===== src/rtl/mux_out_filter_pkg.sv =====
// Shared widths and state encoding for the mux output filter and its
// helpers.
package mux_out_filter_pkg;

  localparam int GLITCH_CNT_W = 8;
  localparam logic [GLITCH_CNT_W-1:0] GLITCH_CNT_MAX = 8'hFF;

  typedef enum logic {IDLE, PENDING} filt_state_t;

endpackage


===== src/rtl/mux_out_filter_sync2.sv =====
// Two-flop synchroniser used wherever a combinational mux output is
// brought into clocked logic.
module sync2 (
  input  logic clk,
  input  logic rst,
  input  logic d,
  output logic q
);

  logic s1_q;
  logic s2_q;

  always_ff @(posedge clk) begin
    if (rst) begin
      s1_q <= 1'b0;
      s2_q <= 1'b0;
    end else begin
      s1_q <= d;
      s2_q <= s1_q;
    end
  end

  assign q = s2_q;

endmodule


===== src/rtl/mux_out_filter.sv =====
// Debounce filter behind the NAND mux: a level must hold for STABLE_CYCLES
// synchronised samples before it reaches dout.
module mux_out_filter
  import mux_out_filter_pkg::*;
#(
  parameter int STABLE_CYCLES = 3,
  parameter int CNT_W         = $clog2(STABLE_CYCLES + 1)
) (
  input  logic                    clk,
  input  logic                    rst,
  input  logic                    din,
  input  logic                    en,
  output logic                    dout,
  output logic                    rise,
  output logic                    fall,
  output logic [GLITCH_CNT_W-1:0] glitch_cnt
);

  localparam logic [CNT_W-1:0] CNT_LAST = CNT_W'(STABLE_CYCLES - 1);

  function automatic logic [GLITCH_CNT_W-1:0] sat_inc(
    input logic [GLITCH_CNT_W-1:0] v
  );
    return (v == GLITCH_CNT_MAX) ? v : v + GLITCH_CNT_W'(1);
  endfunction

  logic                    s2;
  logic [CNT_W-1:0]        cnt_q, cnt_d;
  logic                    dout_q, dout_d;
  logic                    rise_q, rise_d;
  logic                    fall_q, fall_d;
  logic [GLITCH_CNT_W-1:0] glitch_q, glitch_d;
  filt_state_t             state;

  sync2 u_sync (
    .clk (clk),
    .rst (rst),
    .d   (din),
    .q   (s2)
  );

  assign state = (cnt_q != '0) ? PENDING : IDLE;

  // Stage boundary: synchronised sample -> counter / level / pulse update
  always_comb begin
    cnt_d    = cnt_q;
    dout_d   = dout_q;
    rise_d   = 1'b0;
    fall_d   = 1'b0;
    glitch_d = glitch_q;
    if (en) begin
      if (s2 != dout_q) begin
        if (cnt_q == CNT_LAST) begin
          dout_d = s2;
          cnt_d  = '0;
          rise_d = s2;
          fall_d = ~s2;
        end else begin
          cnt_d = cnt_q + CNT_W'(1);
        end
      end else if (state == PENDING) begin
        // Level fell back before qualifying: drop it and count the glitch.
        cnt_d    = '0;
        glitch_d = sat_inc(glitch_q);
      end
    end else begin
      cnt_d = '0;
    end
  end

  always_ff @(posedge clk) begin
    if (rst) begin
      cnt_q    <= '0;
      dout_q   <= 1'b0;
      rise_q   <= 1'b0;
      fall_q   <= 1'b0;
      glitch_q <= '0;
    end else begin
      cnt_q    <= cnt_d;
      dout_q   <= dout_d;
      rise_q   <= rise_d;
      fall_q   <= fall_d;
      glitch_q <= glitch_d;
    end
  end

  assign dout       = dout_q;
  assign rise       = rise_q;
  assign fall       = fall_q;
  assign glitch_cnt = glitch_q;

endmodule


===== config.mk =====
export PLATFORM = sky130hd
export DESIGN_NAME = mux_out_filter
export DESIGN_NICKNAME = d
export VERILOG_FILES = /design/src/rtl/mux_out_filter_pkg.sv /design/src/rtl/mux_out_filter_sync2.sv /design/src/rtl/mux_out_filter.sv
export SDC_FILE = /design/constraint.sdc
export NUM_CORES = 1
export LEC_CHECK = 0
export CORE_MARGIN = 2
export CORE_UTILIZATION = 50
export DETAILED_ROUTE_END_ITERATION = 12
export GPL_TIMING_DRIVEN = 0
export PLACE_DENSITY = 0.8
export SYNTH_ARGS = -nofsm -noshare
export SYNTH_HDL_FRONTEND = slang
export SYNTH_SLANG_ARGS = --single-unit

===== constraint.sdc =====
create_clock -name clk -period 3.1 [get_ports clk]
set_input_delay 0.62 -clock clk [delete_from_list [all_inputs] [get_ports clk]]
set_output_delay 0.62 -clock clk [all_outputs]
set_load 0.005 [all_outputs]

==> results.py, run 1 <==
metrics = {
    "run_status": {
        "status": "finished clean",
    },
    "setup_path": {
        "crit_cells": 1,
        "cpPeakStageDelay_ps": 540,
        "cp_max_fo": 8,
        "timing.rr.end": "glitch_cnt[4]",
        "slowest_stage": "clkdlybuf4s50_1",
        "startpoint": "glitch_cnt[3]",
        "cp-endpoint": "glitch_cnt[3]",
        "crit_family": "buffers and inverters",
        "critPathRequiredTime_ps": 2480,
        "crit_path_start_kind": "flop",
        "cp.arrival_ps": 1250,
        "reg2reg_depth": 4,
        "worst_setup_path_end_kind": "output port",
        "cp_cell_sequence": "clkdlybuf4s50_1",
        "timing.rr.start": "dout",
        "rrSetupSlack_ps": 1630,
        "worst-path-buf-inv": 1,
        "crit_type": "flop to output port",
    },
    "clocking": {
        "cts_tree": "done",
        "cts_hold_buf": 0,
        "cts_max_path_buffers": 2,
        "numCtsBuffers": 3,
        "cts-root-buf": "clkbuf_4",
        "ctsResizeCount": 0,
        "clk_latency_ps": 270,
        "clock_sinks": 15,
        "clkSlewWorstSetupHoldPaths_ps": 80,
        "cts-htree-levels": 1,
        "cts_setup_buffers": 0,
    },
    "placed_design": {
        "numPortBuffers": 14,
        "dp_hpwl_um": 923,
        "dp.cells": 97,
        "placed_cell_area_um2": 813,
        "gp_congestion": 0.837,
    },
    "yosys": {
        "syn_area_per_cell_um2": 9.62,
        "syn_inst": 68,
        "synth-simple-area-share_pct": 30.4,
        "synth_cell_types": 30,
        "synth_top_area_cell": "dfxtp_1",
        "synth_area_um2": 654,
        "ys_seq_area_share_pct": 45.9,
        "yosysWarningCount": 0,
        "synth_common_cells": "15 x dfxtp_1, 6 x nand2_1, 6 x nor2_1",
        "ys_dominant_reg_cell": "dfxtp_1",
        "synthTopCellsByArea": "dfxtp_1 46%, nor2b_1 4.8%, a211oi_1 3.4%",
        "synth_top_area_share_pct": 45.9,
        "synth_xor_area_share_pct": 2.49,
        "synth_edf_count": 0,
        "async_flop_share_pct": 0,
        "synth-seq-cells": 15,
        "synth_compound_area_share_pct": 10.5,
        "synth_top_family_by_area": "simple AND/OR/NAND/NOR gates",
        "synthMuxAreaShare_pct": 6.50,
        "syn_nets": 73,
        "synth_adder_area_share_pct": 1.91,
        "synth.most_common_cell": "dfxtp_1",
    },
    "timing": {
        "final_hold_viol_count": 0,
        "rsz0062_at_grt": "false",
        "setup_viol": 0,
        "finalCritPeriodShare_pct": 60.5,
        "period_needed_ps": 1870,
        "drv_slew": 0,
        "slew_headroom_pct": 71.1,
        "fmax_mhz": 534,
        "skew_ps": 2.26,
        "tns_ps": 0,
        "worst_pin_slew_ps": 434,
    },
    "grt": {
        "grtUsageMet1_pct": 24.4,
        "grt.busiest_layer": "met2",
        "grt_use_met2_pct": 25.4,
        "use_met3_pct": 5.00,
        "grt_max_degree": 11,
        "grt.overflow.total": 0,
        "grt_pass1_vias": 420,
        "grt_usage_pct": 17.3,
        "antenna_found_initial": 0,
        "grt_pass1_wl_mm": 1.83,
    },
    "final_layout": {
        "area_growth_pct": 28.3,
        "final_cells": 101,
        "diodes": 0,
        "fin_nets": 92,
        "drive_gt1_share_pct": 11.6,
        "fill_cells": 110,
        "final_area_um2": 840,
    },
    "power_and_ir_drop": {
        "leakagePower_uw": 0.000306,
        "p_total_uw": 315,
        "power.density_nw_per_um2": 376,
        "peakVddDrop_v": 0.000262,
    },
    "routing": {
        "drtIter0Drc": 11,
        "totalWireLength_mm": 1.20,
        "drt_pass1_iterations": 4,
        "final_antenna_net_count": 0,
        "dr_total_vias": 546,
        "vias_per_cell": 5.41,
        "drc": 0,
        "wire_per_inst_um": 11.9,
    },
    "hold_path": {
        "hold_class": "flop to flop",
    },
    "floorplan": {
        "dieArea_um2": 1610,
        "die_w_um": 40.2,
        "io_pins": 15,
        "coreArea_um2": 1250,
        "die_y_um": 40.2,
        "rows": 13,
        "initial_utilization_pct": 52.2,
    },
    "flow_run": {
        "cap_violations": 0,
    },
}
logic make-up (layout without fill, tap and decap cells):
kind of cell / count (synthesis) / in the layout
AND/OR/NAND/NOR: 34 / 34
adder cells (fa/ha/maj): 1 / 1
buffers and inverters: 4 / 22
flip-flops: 15 / 15
multiplexers: 4 / 4
XOR/XNOR: 1 / 1
AO/OA/AOI/OAI: 9 / 9
sequential cells by signal (all words and copies together), names as in the netlist:
name / cells
u_sync.q: 1
cnt_q: 2
u_sync.s1_q: 1
glitch_cnt: 8
fall: 1
dout: 1
rise: 1
per-layer routing:
layer | vias to the layer above | routed length (µm)
met5 | - | 0
met4 | 0 | 8
met3 | 2 | 55
met2 | 14 | 550
met1 | 246 | 582
li1 | 284 | -
stage by stage:
step	setup slack [ps]	hold WS (ps)	utilization, %
floorplan	1620	414	-
global placement	1040	417	64.9
detailed placement	1030	432	64.9
CTS	1220	452	67.0
global route	1160	468	67.0
finish	1230	451	67.0
placed cells by master, fill, tap and decap left out:
cell | synthesis | routed
or4_1 | 1 | 1
nor2_1 | 6 | 6
clkbuf_1 | 1 | 2
nor3b_1 | 2 | 2
clkdlybuf4s50_1 | 0 | 14
mux2_2 | 2 | 2
o21a_1 | 1 | 1
and3_1 | 2 | 2
a211oi_1 | 3 | 3
ha_1 | 1 | 1
and3_2 | 1 | 1
o211a_1 | 1 | 1
and4_2 | 1 | 1
and4_1 | 1 | 1
clkbuf_4 | 0 | 3
nor4_1 | 2 | 2
nand2_1 | 6 | 6
a21oi_1 | 1 | 1
nor4b_1 | 1 | 1
nand4_1 | 1 | 1
nand2b_1 | 1 | 1
inv_1 | 3 | 3
nand3_2 | 1 | 1
xnor2_2 | 1 | 1
a31oi_1 | 1 | 1
nor2b_1 | 5 | 5
o31ai_1 | 1 | 1
dfxtp_1 | 15 | 15
mux2i_1 | 2 | 2
o31a_2 | 1 | 1
nand3b_1 | 1 | 1
nor3_1 | 2 | 2
cell type report:
cell class	instances	area (µm²)	area share, %
clock buffer	4	26.3	3.13
buffer	1	3.75	0.447
multi-input combinational	49	339	40.4
inverter	3	11.3	1.34
tap	15	18.8	2.24
sequential	15	300	35.8
timing repair buffer	14	140	16.7
worst min-delay path by stage:
| stage | from | endpoint | slack (ps) | cells after the start |
|---|---|---|---|---|
| floorplan | u_sync.s1_q | u_sync.q | 410 | 1 |
| global placement | u_sync.s1_q | u_sync.q | 420 | 1 |
| detailed placement | u_sync.s1_q | u_sync.q | 430 | 1 |
| CTS | u_sync.s1_q | u_sync.q | 450 | 1 |
| global route | u_sync.s1_q | u_sync.q | 470 | 1 |
| finish | u_sync.s1_q | u_sync.q | 450 | 1 |
power by group:
group	internal (µW)	switching [µW]
logic	6.74	6.21
registers	194	1.28
clock network	49.8	57.4
total	251	64.9
No activity file was read; power rests on OpenSTA's default activity.
==> inputs of run 2 (changes only) <==
- CORE_UTILIZATION: 50 -> 46
- PLACE_DENSITY: 0.8 -> 0.74
- clock period: 3.1 -> 1.9 ns (I/O delays scaled with it)
==> run 2 against run 1 <==
  * Clock-buffer cell count stayed put
  * Clock power is 64% higher
  * Non-clock buffer count unchanged
  * Register-to-register slack worse by 1200 ps
  * Routed wire length up 4.8%
  * Final cell count unchanged
  * Die area up 7.8%
  * Final area did not move
  * Critical path type unchanged
==> results.py, run 2 (synthesis gave the netlist of run 1 again) <==
metrics = {
    "placed_design": {
        "placed_cell_area_um2": 813,
        "dp.cells": 97,
        "gp_congestion": 0.810,
        "numPortBuffers": 14,
        "dp_hpwl_um": 915,
        "place_ws_ps": 35.4,
    },
    "setup_path": {
        "cp-endpoint": "glitch_cnt[3]",
        "reg2reg_depth": 4,
        "slowest_stage": "clkdlybuf4s50_1",
        "crit_family": "buffers and inverters",
        "crit_cells": 1,
        "cp_cell_sequence": "clkdlybuf4s50_1",
        "worst_setup_path_end_kind": "output port",
        "startpoint": "glitch_cnt[3]",
        "cp_max_fo": 8,
        "crit_path_start_kind": "flop",
        "critPathRequiredTime_ps": 1520,
        "crit_type": "flop to output port",
        "cp.arrival_ps": 1290,
        "rrSetupSlack_ps": 410,
        "timing.rr.start": "dout",
        "worst-path-buf-inv": 1,
        "cpPeakStageDelay_ps": 550,
        "timing.rr.end": "glitch_cnt[4]",
    },
    "floorplan": {
        "initial_utilization_pct": 49.7,
        "io_pins": 15,
        "dieArea_um2": 1740,
        "die_y_um": 41.7,
        "coreArea_um2": 1320,
        "die_w_um": 41.7,
        "rows": 13,
    },
    "timing": {
        "skew_ps": 0.649,
        "rsz0062_at_grt": "false",
        "finalCritPeriodShare_pct": 87.7,
        "worst_pin_slew_ps": 426,
        "fmax_mhz": 600,
        "final_hold_viol_count": 0,
        "setup_viol": 0,
        "drv_slew": 0,
        "tns_ps": 0,
        "period_needed_ps": 1670,
        "worst_slack_ps": 234,
        "slew_headroom_pct": 71.6,
    },
    "grt": {
        "grt.overflow.total": 0,
        "antenna_found_initial": 0,
        "grt_max_degree": 11,
        "grt_pass1_wl_mm": 2.27,
        "grt_pass1_vias": 531,
        "grt_usage_pct": 17.3,
    },
    "clocking": {
        "cts_max_path_buffers": 2,
        "numCtsBuffers": 3,
        "cts-htree-levels": 1,
        "clock_sinks": 15,
        "clkSlewWorstSetupHoldPaths_ps": 80,
        "ctsResizeCount": 0,
        "clk_latency_ps": 280,
        "cts_hold_buf": 0,
        "cts_setup_buffers": 0,
        "cts-root-buf": "clkbuf_4",
        "cts_tree": "done",
    },
    "routing": {
        "final_antenna_net_count": 0,
        "drt_pass1_iterations": 3,
        "dr_total_vias": 549,
        "drc": 0,
        "wire_per_inst_um": 12.4,
        "vias_per_cell": 5.44,
        "totalWireLength_mm": 1.26,
        "drtIter0Drc": 7,
    },
    "final_layout": {
        "largest_reg_flops": 8,
        "final_cells": 101,
        "area_growth_pct": 28.3,
        "final_cell_mix": "15 x dfxtp_1, 14 x clkdlybuf4s50_1, 6 x nor2_1, 6 x nand2_1, 5 x nor2b_1",
        "diodes": 0,
        "drive_gt1_share_pct": 11.6,
        "final_area_um2": 840,
        "fin_nets": 92,
        "layout_commonest_cell": "dfxtp_1",
    },
    "hold_path": {
        "hold_class": "flop to flop",
        "hold_depth": 1,
    },
    "power_and_ir_drop": {
        "peakVddDrop_v": 0.000450,
        "leakagePower_uw": 0.000306,
        "power.density_nw_per_um2": 613,
    },
    "flow_run": {
        "cap_violations": 0,
    },
    "run_status": {
        "status": "finished clean",
    },
}
==> run 2: cell counts in the layout (fill, tap and decap cells not counted) <==
No cell type changed its count.
==> run 2: final cells by class <==
type,count,area [µm²]
fill,118,478
multi-input combinational,49,339
sequential,15,300
timing repair buffer,14,140
clock buffer,4,26.3
tap,15,18.8
inverter,3,11.3
buffer,1,3.75
==> run 2: metrics by stage <==
step	total power, µW	hold WS [ps]	util [%]
after floorplan	336	414	-
after global placement	347	418	61.7
after detailed placement	348	432	61.7
after CTS	526	455	63.7
after global routing	540	468	63.7
final	515	446	63.7
==> run 2: worst min-delay path by stage <==
stage | startpoint | endpoint | slack, ps
6_report | u_sync.s1_q | u_sync.q | 450
5_1_grt | u_sync.s1_q | u_sync.q | 470
4_1_cts | u_sync.s1_q | u_sync.q | 450
3_5_place_dp | u_sync.s1_q | u_sync.q | 430
3_3_place_gp | u_sync.s1_q | u_sync.q | 420
2_1_floorplan | u_sync.s1_q | u_sync.q | 410
==> run 2: power breakdown <==
group          internal (µW)  switching (µW)  leakage, µW
Clock                   81.6            93.3    0.0000150
Sequential               317            2.10     0.000121
Combinational           11.0            10.0     0.000170
Total                    409             105     0.000306
==> run 2: layer usage <==
metal  up-vias  global-route usage (%)  part of all wire (%)
met5         -                       0                     0
met4         0                    7.74                   1.5
met3         4                    7.83                   4.7
met2        12                    25.6                    42
met1       248                    21.5                    51
li1        285                       -                     -
==> run 2: worst reg2reg max path: cells and delay by family, from the launching register on <==
kind	cells	cell delay, ps
simple gates	2	620
xor+xnor	1	290
flops	1	370
compound gates	1	150
